$ cat src/rtl/instr_sequencer.sv
// Control unit that issues a loadable {opcode, operand1, operand2} program to
// the processor, one instruction every three cycles, and reports each result.
module instr_sequencer #(
    parameter int         ADDR_W  = 4,
    parameter logic [7:0] HALT_OP = 8'hFF
) (
    input  logic              clk,
    input  logic              reset,
    input  logic              prog_we,
    input  logic [ADDR_W-1:0] prog_addr,
    input  logic [23:0]       prog_data,
    input  logic              start,
    input  logic [ADDR_W:0]   prog_len,
    output logic [7:0]        opcode,
    output logic [7:0]        operand1,
    output logic [7:0]        operand2,
    input  logic [7:0]        result,
    input  logic [7:0]        flags,
    output logic              busy,
    output logic              done,
    output logic              res_we,
    output logic [ADDR_W-1:0] res_addr,
    output logic [15:0]       res_data
);

    localparam int DEPTH = 1 << ADDR_W;

    typedef enum logic [2:0] {
        S_IDLE    = 3'd0,
        S_ISSUE   = 3'd1,
        S_HOLD    = 3'd2,
        S_CAPTURE = 3'd3,
        S_DONE    = 3'd4
    } state_t;

    // A halt word is never presented to the processor; its slot issues zeros.
    function automatic logic [23:0] issue_word(input logic [23:0] w);
        if (w[23:16] == HALT_OP) begin
            return 24'h000000;
        end else begin
            return w;
        end
    endfunction

    logic [23:0]       mem_q [DEPTH];
    state_t            state_q, state_d;
    logic [ADDR_W-1:0] pc_q, pc_d;
    logic [ADDR_W:0]   len_q, len_d;
    logic [23:0]       word_q, word_d;
    logic [7:0]        flags_cap_q, flags_cap_d;
    logic              busy_q, busy_d;
    logic              done_q, done_d;
    logic              res_we_q, res_we_d;
    logic [ADDR_W-1:0] res_addr_q, res_addr_d;
    logic [15:0]       res_data_q, res_data_d;

    logic              mem_we_s;
    logic [ADDR_W-1:0] fetch_addr_s;
    logic [23:0]       fetch_word_s;
    logic              halt_s;
    logic              last_s;

    assign mem_we_s     = prog_we & ~busy_q;
    assign fetch_addr_s = (state_q == S_IDLE) ? {ADDR_W{1'b0}} : (pc_q + ADDR_W'(1));
    // Forward a same-cycle write so a start alongside prog_we sees the new word.
    assign fetch_word_s = (mem_we_s && (prog_addr == fetch_addr_s)) ? prog_data
                                                                     : mem_q[fetch_addr_s];
    assign halt_s       = (mem_q[pc_q][23:16] == HALT_OP);
    assign last_s       = (({1'b0, pc_q} + (ADDR_W+1)'(1)) == len_q) ||
                          (pc_q == {ADDR_W{1'b1}});

    // Program memory write port; contents survive reset.
    always_ff @(posedge clk) begin
        if (mem_we_s) begin
            mem_q[prog_addr] <= prog_data;
        end
    end

    // Next-state and output-register computation.
    always_comb begin
        state_d     = state_q;
        pc_d        = pc_q;
        len_d       = len_q;
        word_d      = word_q;
        flags_cap_d = flags_cap_q;
        busy_d      = busy_q;
        done_d      = 1'b0;
        res_we_d    = 1'b0;
        res_addr_d  = res_addr_q;
        res_data_d  = res_data_q;
        case (state_q)
            S_IDLE: begin
                if (start) begin
                    len_d = prog_len;
                    pc_d  = {ADDR_W{1'b0}};
                    if (prog_len == {(ADDR_W+1){1'b0}}) begin
                        state_d = S_DONE;
                        done_d  = 1'b1;
                        busy_d  = 1'b0;
                    end else begin
                        state_d = S_ISSUE;
                        busy_d  = 1'b1;
                        word_d  = issue_word(fetch_word_s);
                    end
                end else begin
                    state_d = S_IDLE;
                end
            end
            S_ISSUE: begin
                if (halt_s) begin
                    state_d = S_DONE;
                    done_d  = 1'b1;
                    busy_d  = 1'b0;
                    word_d  = 24'h000000;
                end else begin
                    state_d = S_HOLD;
                end
            end
            S_HOLD: begin
                flags_cap_d = flags;
                state_d     = S_CAPTURE;
            end
            S_CAPTURE: begin
                res_data_d = {flags_cap_q, result};
                res_addr_d = pc_q;
                res_we_d   = 1'b1;
                if (last_s) begin
                    state_d = S_DONE;
                    done_d  = 1'b1;
                    busy_d  = 1'b0;
                    word_d  = 24'h000000;
                end else begin
                    pc_d    = pc_q + ADDR_W'(1);
                    state_d = S_ISSUE;
                    word_d  = issue_word(fetch_word_s);
                end
            end
            S_DONE: begin
                state_d = S_IDLE;
                word_d  = 24'h000000;
            end
            default: begin
                state_d = S_IDLE;
                busy_d  = 1'b0;
                word_d  = 24'h000000;
            end
        endcase
    end

    // State and output registers with synchronous reset.
    always_ff @(posedge clk) begin
        if (reset) begin
            state_q     <= S_IDLE;
            pc_q        <= {ADDR_W{1'b0}};
            len_q       <= {(ADDR_W+1){1'b0}};
            word_q      <= 24'h000000;
            flags_cap_q <= 8'h00;
            busy_q      <= 1'b0;
            done_q      <= 1'b0;
            res_we_q    <= 1'b0;
            res_addr_q  <= {ADDR_W{1'b0}};
            res_data_q  <= 16'h0000;
        end else begin
            state_q     <= state_d;
            pc_q        <= pc_d;
            len_q       <= len_d;
            word_q      <= word_d;
            flags_cap_q <= flags_cap_d;
            busy_q      <= busy_d;
            done_q      <= done_d;
            res_we_q    <= res_we_d;
            res_addr_q  <= res_addr_d;
            res_data_q  <= res_data_d;
        end
    end

    assign opcode   = word_q[23:16];
    assign operand1 = word_q[15:8];
    assign operand2 = word_q[7:0];
    assign busy     = busy_q;
    assign done     = done_q;
    assign res_we   = res_we_q;
    assign res_addr = res_addr_q;
    assign res_data = res_data_q;

endmodule

$ cat config.mk
export PLATFORM = sky130hd
export DESIGN_NAME = instr_sequencer
export DESIGN_NICKNAME = d
export VERILOG_FILES = /design/src/rtl/instr_sequencer.sv
export SDC_FILE = /design/constraint.sdc
export NUM_CORES = 1
export LEC_CHECK = 0
export ABC_AREA = 1
export CAP_MARGIN = 20
export CORE_MARGIN = 2
export CORE_UTILIZATION = 50
export CTS_BUF_LIST = sky130_fd_sc_hd__clkbuf_8
export DETAILED_ROUTE_END_ITERATION = 10
export GPL_TIMING_DRIVEN = 0
export PLACE_DENSITY = 0.68
export SETUP_SLACK_MARGIN = 0.15
export SKIP_LAST_GASP = 1
export SLEW_MARGIN = 15
export SYNTH_ARGS = -nofsm -noshare
export SYNTH_HDL_FRONTEND = slang
export SYNTH_SLANG_ARGS = --single-unit
$ cat constraint.sdc
create_clock -name clk -period 2.7 [get_ports clk]
set_input_delay 0.27 -clock clk [delete_from_list [all_inputs] [get_ports clk]]
set_output_delay 0.27 -clock clk [all_outputs]
set_load 0.005 [all_outputs]
==> impl_metrics.toml, run 1 <==
[run_status]
status = "finished, final reports clean"

[die]
dieWidth_um = 201
design.portCount = 100
rows = 72
start_util_pct = 50.4
die_h_um = 201
dieArea_um2 = 40200
core_area_um2 = 38400

[placement]
place_congestion = 0.924
portBuffers = 99
dpl.cell_count = 2508
place_area_um2 = 21300
dp_hpwl_um = 37800

[synth]
netlist_instances = 1883
synth_xor_area_share_pct = 0.136
ys_top_cells_by_area = "edfxtp_1 (60%), nand2_1 (10%), dfxtp_1 (7.4%), nand3_1 (7.2%), nor2_1 (3.2%)"
ys_seq_elements = 455
synth-edff-count = 384
ys.flop_type = "edfxtp_1"
syn_area_um2 = 19300
syn_nets = 1937
muxShareOfSynthArea_pct = 0
ys_async_sr_fraction_pct = 0
seq_area_frac_synth_pct = 67.0
synth_top_family_by_area = "simple AND/OR/NAND/NOR gates"
syn_area_per_cell_um2 = 10.3
synth_compound_area_share_pct = 5.61
yosysWarnings = 0
yosys.area_share.simple_pct = 22.7
ys_types = 33
yosys.area_share.adder_pct = 0.0647
yosysTopAreaCell = "edfxtp_1"
netlist_top_cells_count = "nand2_1 (528), edfxtp_1 (384), nand3_1 (279)"
yosys.area.top_type_share_pct = 59.7
yosysMostFrequentCell = "nand2_1"

[detailed_routing]
drt_pass1_iterations = 6
drt_iter0_drc = 1672
vias = 14913
drt-total-wl_um = 57000
highest_layer = "met4"
vias_per_cell = 5.62
wl_met3_um = 5240
drc = 0
wl_met1_um = 23000
ant_nets = 0
dr_wl_met2_um = 26500
wire_per_inst_um = 21.5

[sta]
slew_violations = 0
fin_skew_ns = 0.0331
slew_headroom_pct = 33.8
fin_tns_setup_ns = 0
rsz0062_at_grt = "true"
hold_viol = 0
fmax_mhz = 404
worstMarginPinSlew_ns = 0.989
fin_crit_ns = 2.47
final-setup-viol-count = 0
fin_hold_ws_ns = 0.231
period_share_pct = 91.7

[setup_path]
arrival_ns = 2.96
crit_buf_inv = 4
path_max_fanout = 10
critPathCaptureType = "flip-flop"
worstPathRequired_ns = 3.19
critPathMaxStageDelay_ns = 0.36
crit_family = "simple AND/OR/NAND/NOR gates"
crit_path_cell_trace = "ha_2 -> buf_6 -> nand2_4 -> buf_6 -> buf_6 -> nand3_1 -> nand3_1 -> nand3_2 -> nand3_1 -> nand2_2 -> nand2_1 -> nor2_2 -> nand2_4 -> buf_8 -> nand2_1 -> a21oi_1"
startpoint_type = "flip-flop"
crit_type = "flip-flop to flip-flop"
critPathSlowestCell = "dfxtp_4"

[grt]
first_global_vias = 14580
antenna_found_initial = 0
overflow = 0
grt_usage_pct = 28.4
grt_pass1_wl_um = 85600
grt_max_degree = 25

[pwr]
p_leak_nw = 8.84
ir_drop_mv = 0.477
powerDensity_nw_per_um2 = 767

[layout]
layout-drive-gt1-share_pct = 13.3
layout.cells.non_filler = 2653
area_growth_pct = 19.7
n_fill_cell = 3216
final_nets = 2138
insertedDiodeCount = 0
fin_area_um2 = 23100

[clock_tree]
cts.sinks = 455
cts_root_buf = "clkbuf_8"
cts_max_level = 3
numCtsBuffers = 74
cts_tree = "built"
cts.clk_slew.worst_paths_ns = 0.06
clock_path_buffers = 3
clock_latency_ns = 0.66

[min_path]
hp-class = "input port to flip-flop"

[job]
drv_cap = 0
==> worst reg2reg max path: cells and delay by family (launching register included) <==
kind | cells | cell delay [ns]
buffers and inverters | 4 | 0.60
and+or+nand+nor | 10 | 0.99
AOI/OAI and AO/OA | 1 | 0.06
DFF | 1 | 0.36
adders and majority gates | 1 | 0.32
==> power by group <==
group	total, mW	internal (mW)	switching, mW
logic	4.43	1.53	2.90
registers	7.97	7.85	0.121
clock network	5.33	2.63	2.70
total	17.7	12.0	5.73
==> area by class of cell <==
cell class              instances  area (um2)  share of cell area [%]
clock inverters                50         213                   0.919
plain buffers                 108         790                    3.41
multi-input cells            1235        5780                    25.0
well taps                     518         648                    2.80
inverters                      85         333                    1.44
flip-flops and latches        455       13000                    56.0
repair buffers                125        1350                    5.83
clock buffers                  77        1060                    4.58
==> path summary, 6_finish.rpt <==
check	from	endpoint	slack [ns]	depth (start not counted)
worst max-delay path	pc_q[1]$_SDFFE_PP0P_	word_q[1]$_SDFFE_PP0P_	0.23	16
worst min-delay path	result[0]	res_data[0]$_SDFFE_PP0P_	0.23	3
worst max register to register	pc_q[1]$_SDFFE_PP0P_	word_q[1]$_SDFFE_PP0P_	0.23	16
worst min register to register	flags_cap_q[7]$_SDFFE_PP0N_	flags_cap_q[7]$_SDFFE_PP0N_	0.46	2
==> logic make-up (layout without fill, tap and decap cells) <==
group,count (synthesis),in the layout
buffers and inverters,193,445
AO/OA/AOI/OAI,203,203
AND/OR/NAND/NOR,1028,1028
adder cells (fa/ha/maj),1,1
flip-flops,455,455
XOR/XNOR,3,3
==> through the flow <==
stage / power, mW / utilization [%] / setup slack (ns)
6_report: 17.7 / 60.3 / 0.225
5_1_grt: 18.4 / 60.3 / 0.0665
4_1_cts: 17.5 / 59.4 / 0.155
3_5_place_dp: 12.1 / 55.5 / -0.348
3_3_place_gp: 12.0 / 54.6 / -1.18
2_1_floorplan: 10.5 / - / 0.520
==> timing repair <==
item | in CTS | in global routing
buffers inserted | 7 | 11
gates resized for setup | 62 | 119
pin swaps | 4 | 18
endpoints found under the setup margin | 32 | 32
hold buffers | 0 | 0
==> layer usage <==
| metal | vias up | GRT usage (%) |
|---|---|---|
| met5 | - | 0 |
| met4 | 0 | 13.2 |
| met3 | 154 | 5.05 |
| met2 | 801 | 45.0 |
| met1 | 7053 | 38.4 |
| li1 | 6905 | - |
==> placed cells by master, fill, tap and decap left out, types with 6 or more instances in the layout <==
master and count:
clkdlybuf4s50_1 99, o21ai_0 59, inv_1 107, a21oi_1 95, clkinv_1 15, clkbuf_8 77
nand3_2 11, o22ai_1 6, clkbuf_2 16, nand4_1 16, nor2_4 19, clkbuf_4 17
clkbuf_1 11, buf_16 6, nand2_1 512, or2_2 7, o21ai_1 18, o211ai_1 22
buf_6 22, buf_2 18, dfxtp_1 67, edfxtp_1 384, nor2_1 148, nand2_2 15
nand2_4 7, nand3b_1 14, buf_4 36, nand3_1 267
==> sequential cells by signal, summed over array words and instances (netlist names), named ones only <==
signal       cells
busy             1
done             1
flags_cap_q      8
len_q            5
mem_q          384
pc_q             4
res_addr         4
res_data        16
res_we           1
state_q          3
word_q          24
Note: power is estimated with default switching activity, not from simulation.
==> inputs of run 2 (changes only) <==
Settings changed: CTS_CLUSTER_DIAMETER set to 50.
==> run 2 against run 1 <==
  * Maximum frequency is 1.7% higher
  * Worst hold slack better by 0.0064 ns
  * Die area stayed put
  * Clock skew is 0.0037 ns higher
  * Clock power is 2% higher
  * Count of clock-buffer cells in the layout is 2 higher
  * Sequential power hardly changed
  * Power is 0.38% higher
  * Worst setup slack better by 0.042 ns
  * Final cell count hardly changed
  * Critical path type unchanged
  * Largest power group unchanged
  * Design area is 0.17% higher
  * Sequential cell count stayed put
==> impl_metrics.toml, run 2 (synthesis gave the netlist of run 1 again) <==
[run_status]
status = "finished, final reports clean"

[placement]
place_area_um2 = 21300
pre_cts_ws_ns = -0.348
place_congestion = 0.924
portBuffers = 99
dp_hpwl_um = 37800
dpl.cell_count = 2508

[clock_tree]
cts_hold_buf = 0
cts.sinks = 455
clock_latency_ns = 0.66
cts_root_buf = "clkbuf_8"
cts_max_level = 3
numCtsBuffers = 74
cts_tree = "built"
clock_path_buffers = 3
cts.clk_slew.worst_paths_ns = 0.06

[detailed_routing]
vias_per_cell = 5.63
ant_nets = 0
vias = 14955
drt_pass1_iterations = 9
drt-total-wl_um = 57100
drt_iter0_drc = 1613
drc = 0
wire_per_inst_um = 21.5

[setup_path]
reg2reg_from = "pc_q[0]$_SDFFE_PP0P_"
r2r-end = "word_q[1]$_SDFFE_PP0P_"
crit_path_cell_trace = "inv_1 -> buf_4 -> clkbuf_2 -> nand3_1 -> nand3_1 -> nand3_1 -> nand3_2 -> nand3_1 -> nand2_2 -> nand2_1 -> nor2_2 -> nand2_4 -> buf_8 -> nand2_1 -> a21oi_1"
crit_family = "simple AND/OR/NAND/NOR gates"
crit_buf_inv = 4
critPathSlowestCell = "dfxtp_2"
crit_type = "flip-flop to flip-flop"
critPathMaxStageDelay_ns = 0.34
worstPathRequired_ns = 3.20
r2r_slack_ns = 0.27
critPathCaptureType = "flip-flop"
arrival_ns = 2.93
ff2ff_path_depth = 15
path_max_fanout = 10
crit_top_cell = "nand3_1"
startpoint_type = "flip-flop"

[job]
drv_cap = 0

[sta]
worstMarginPinSlew_ns = 0.970
fin_hold_ws_ns = 0.237
slew_violations = 0
rsz0062_at_grt = "false"
final-setup-viol-count = 0
fin_crit_ns = 2.43
layout_setup_ws_ns = 0.267
period_share_pct = 90.1
fin_skew_ns = 0.0368
slew_headroom_pct = 35.1
hold_viol = 0
fin_tns_setup_ns = 0
fmax_mhz = 411

[min_path]
hp-class = "input port to flip-flop"
hold_depth = 3
hold_start = "result[0]"
whs_endpoint = "res_data[0]$_SDFFE_PP0P_"

[layout]
largest_reg_flops = 384
regMostFlops = "mem_q"
mostFrequentLayoutCell = "nand2_1"
area_growth_pct = 19.9
insertedDiodeCount = 0
final_nets = 2139
layout.cells.non_filler = 2654
layout-drive-gt1-share_pct = 13.7
layout_common_cells = "nand2_1 (513), edfxtp_1 (384), nand3_1 (265)"
fin_area_um2 = 23200
fin_util_pct = 60.4
n_fill_cell = 3200

[grt]
grt_usage_pct = 28.4
grt_max_degree = 25
antenna_found_initial = 0
grt_pass1_wl_um = 85600
overflow = 0
first_global_vias = 14610

[pwr]
ir_drop_mv = 0.477
p_leak_nw = 8.86
powerDensity_nw_per_um2 = 768
finalPower_mw = 17.8

[die]
rows = 72
design.portCount = 100
start_util_pct = 50.4
dieWidth_um = 201
dieArea_um2 = 40200
core_area_um2 = 38400
die_h_um = 201
run 2: power by group:
part           internal [mW]  leakage [nW]  switching, mW
combinational           1.51          4.05           2.90
clock                   2.70         0.765           2.73
sequential              7.85          4.05          0.122
run 2: worst max-delay path by stage:
stage,startpoint,end,slack (ns),cells past startpoint
2_1_floorplan,pc_q[1]$_SDFFE_PP0P_,word_q[0]$_SDFFE_PP0P_,0.52,16
3_5_place_dp,pc_q[1]$_SDFFE_PP0P_,word_q[7]$_SDFFE_PP0P_,-0.35,15
3_3_place_gp,prog_we,mem_q[12][3]$_DFFE_PP_,-1.18,5
5_1_grt,state_q[0]$_SDFF_PP0_,word_q[0]$_SDFFE_PP0P_,0.15,16
6_report,pc_q[0]$_SDFFE_PP0P_,word_q[1]$_SDFFE_PP0P_,0.27,15
4_1_cts,pc_q[0]$_SDFFE_PP0P_,word_q[22]$_SDFFE_PP0P_,0.15,17
run 2: layout make-up:
cell class / count / area (um2) / area share [%]
clock inverter: 48 / 209 / 0.902
clock buffer: 79 / 1090 / 4.69
sequential: 455 / 13000 / 55.9
tap: 518 / 648 / 2.80
multi-input combinational: 1235 / 5810 / 25.1
inverter: 85 / 333 / 1.44
timing repair buffer: 126 / 1350 / 5.83
buffer: 108 / 778 / 3.36
run 2: metal layers:
metal	vias up	part of all wire [%]	GRT usage [%]
met3	158	9.0	4.92
li1	6909	-	-
met1	7091	41	38.4
met5	-	0	0
met4	0	4.1	13.5
met2	797	46	45.1
run 2: timing repair:
| item | in CTS | in global routing |
|---|---|---|
| endpoints found under the setup margin | 32 | 32 |
| setup buffers | 5 | 14 |
| cloned | 0 | 0 |
| gates resized for setup | 56 | 127 |
| pin swaps | 2 | 20 |
run 2: worst min-delay path, cell delays in order:
cell             delay (ns)
clkdlybuf4s50_1        0.39
nor2_1                 0.10
nor2_1                 0.05
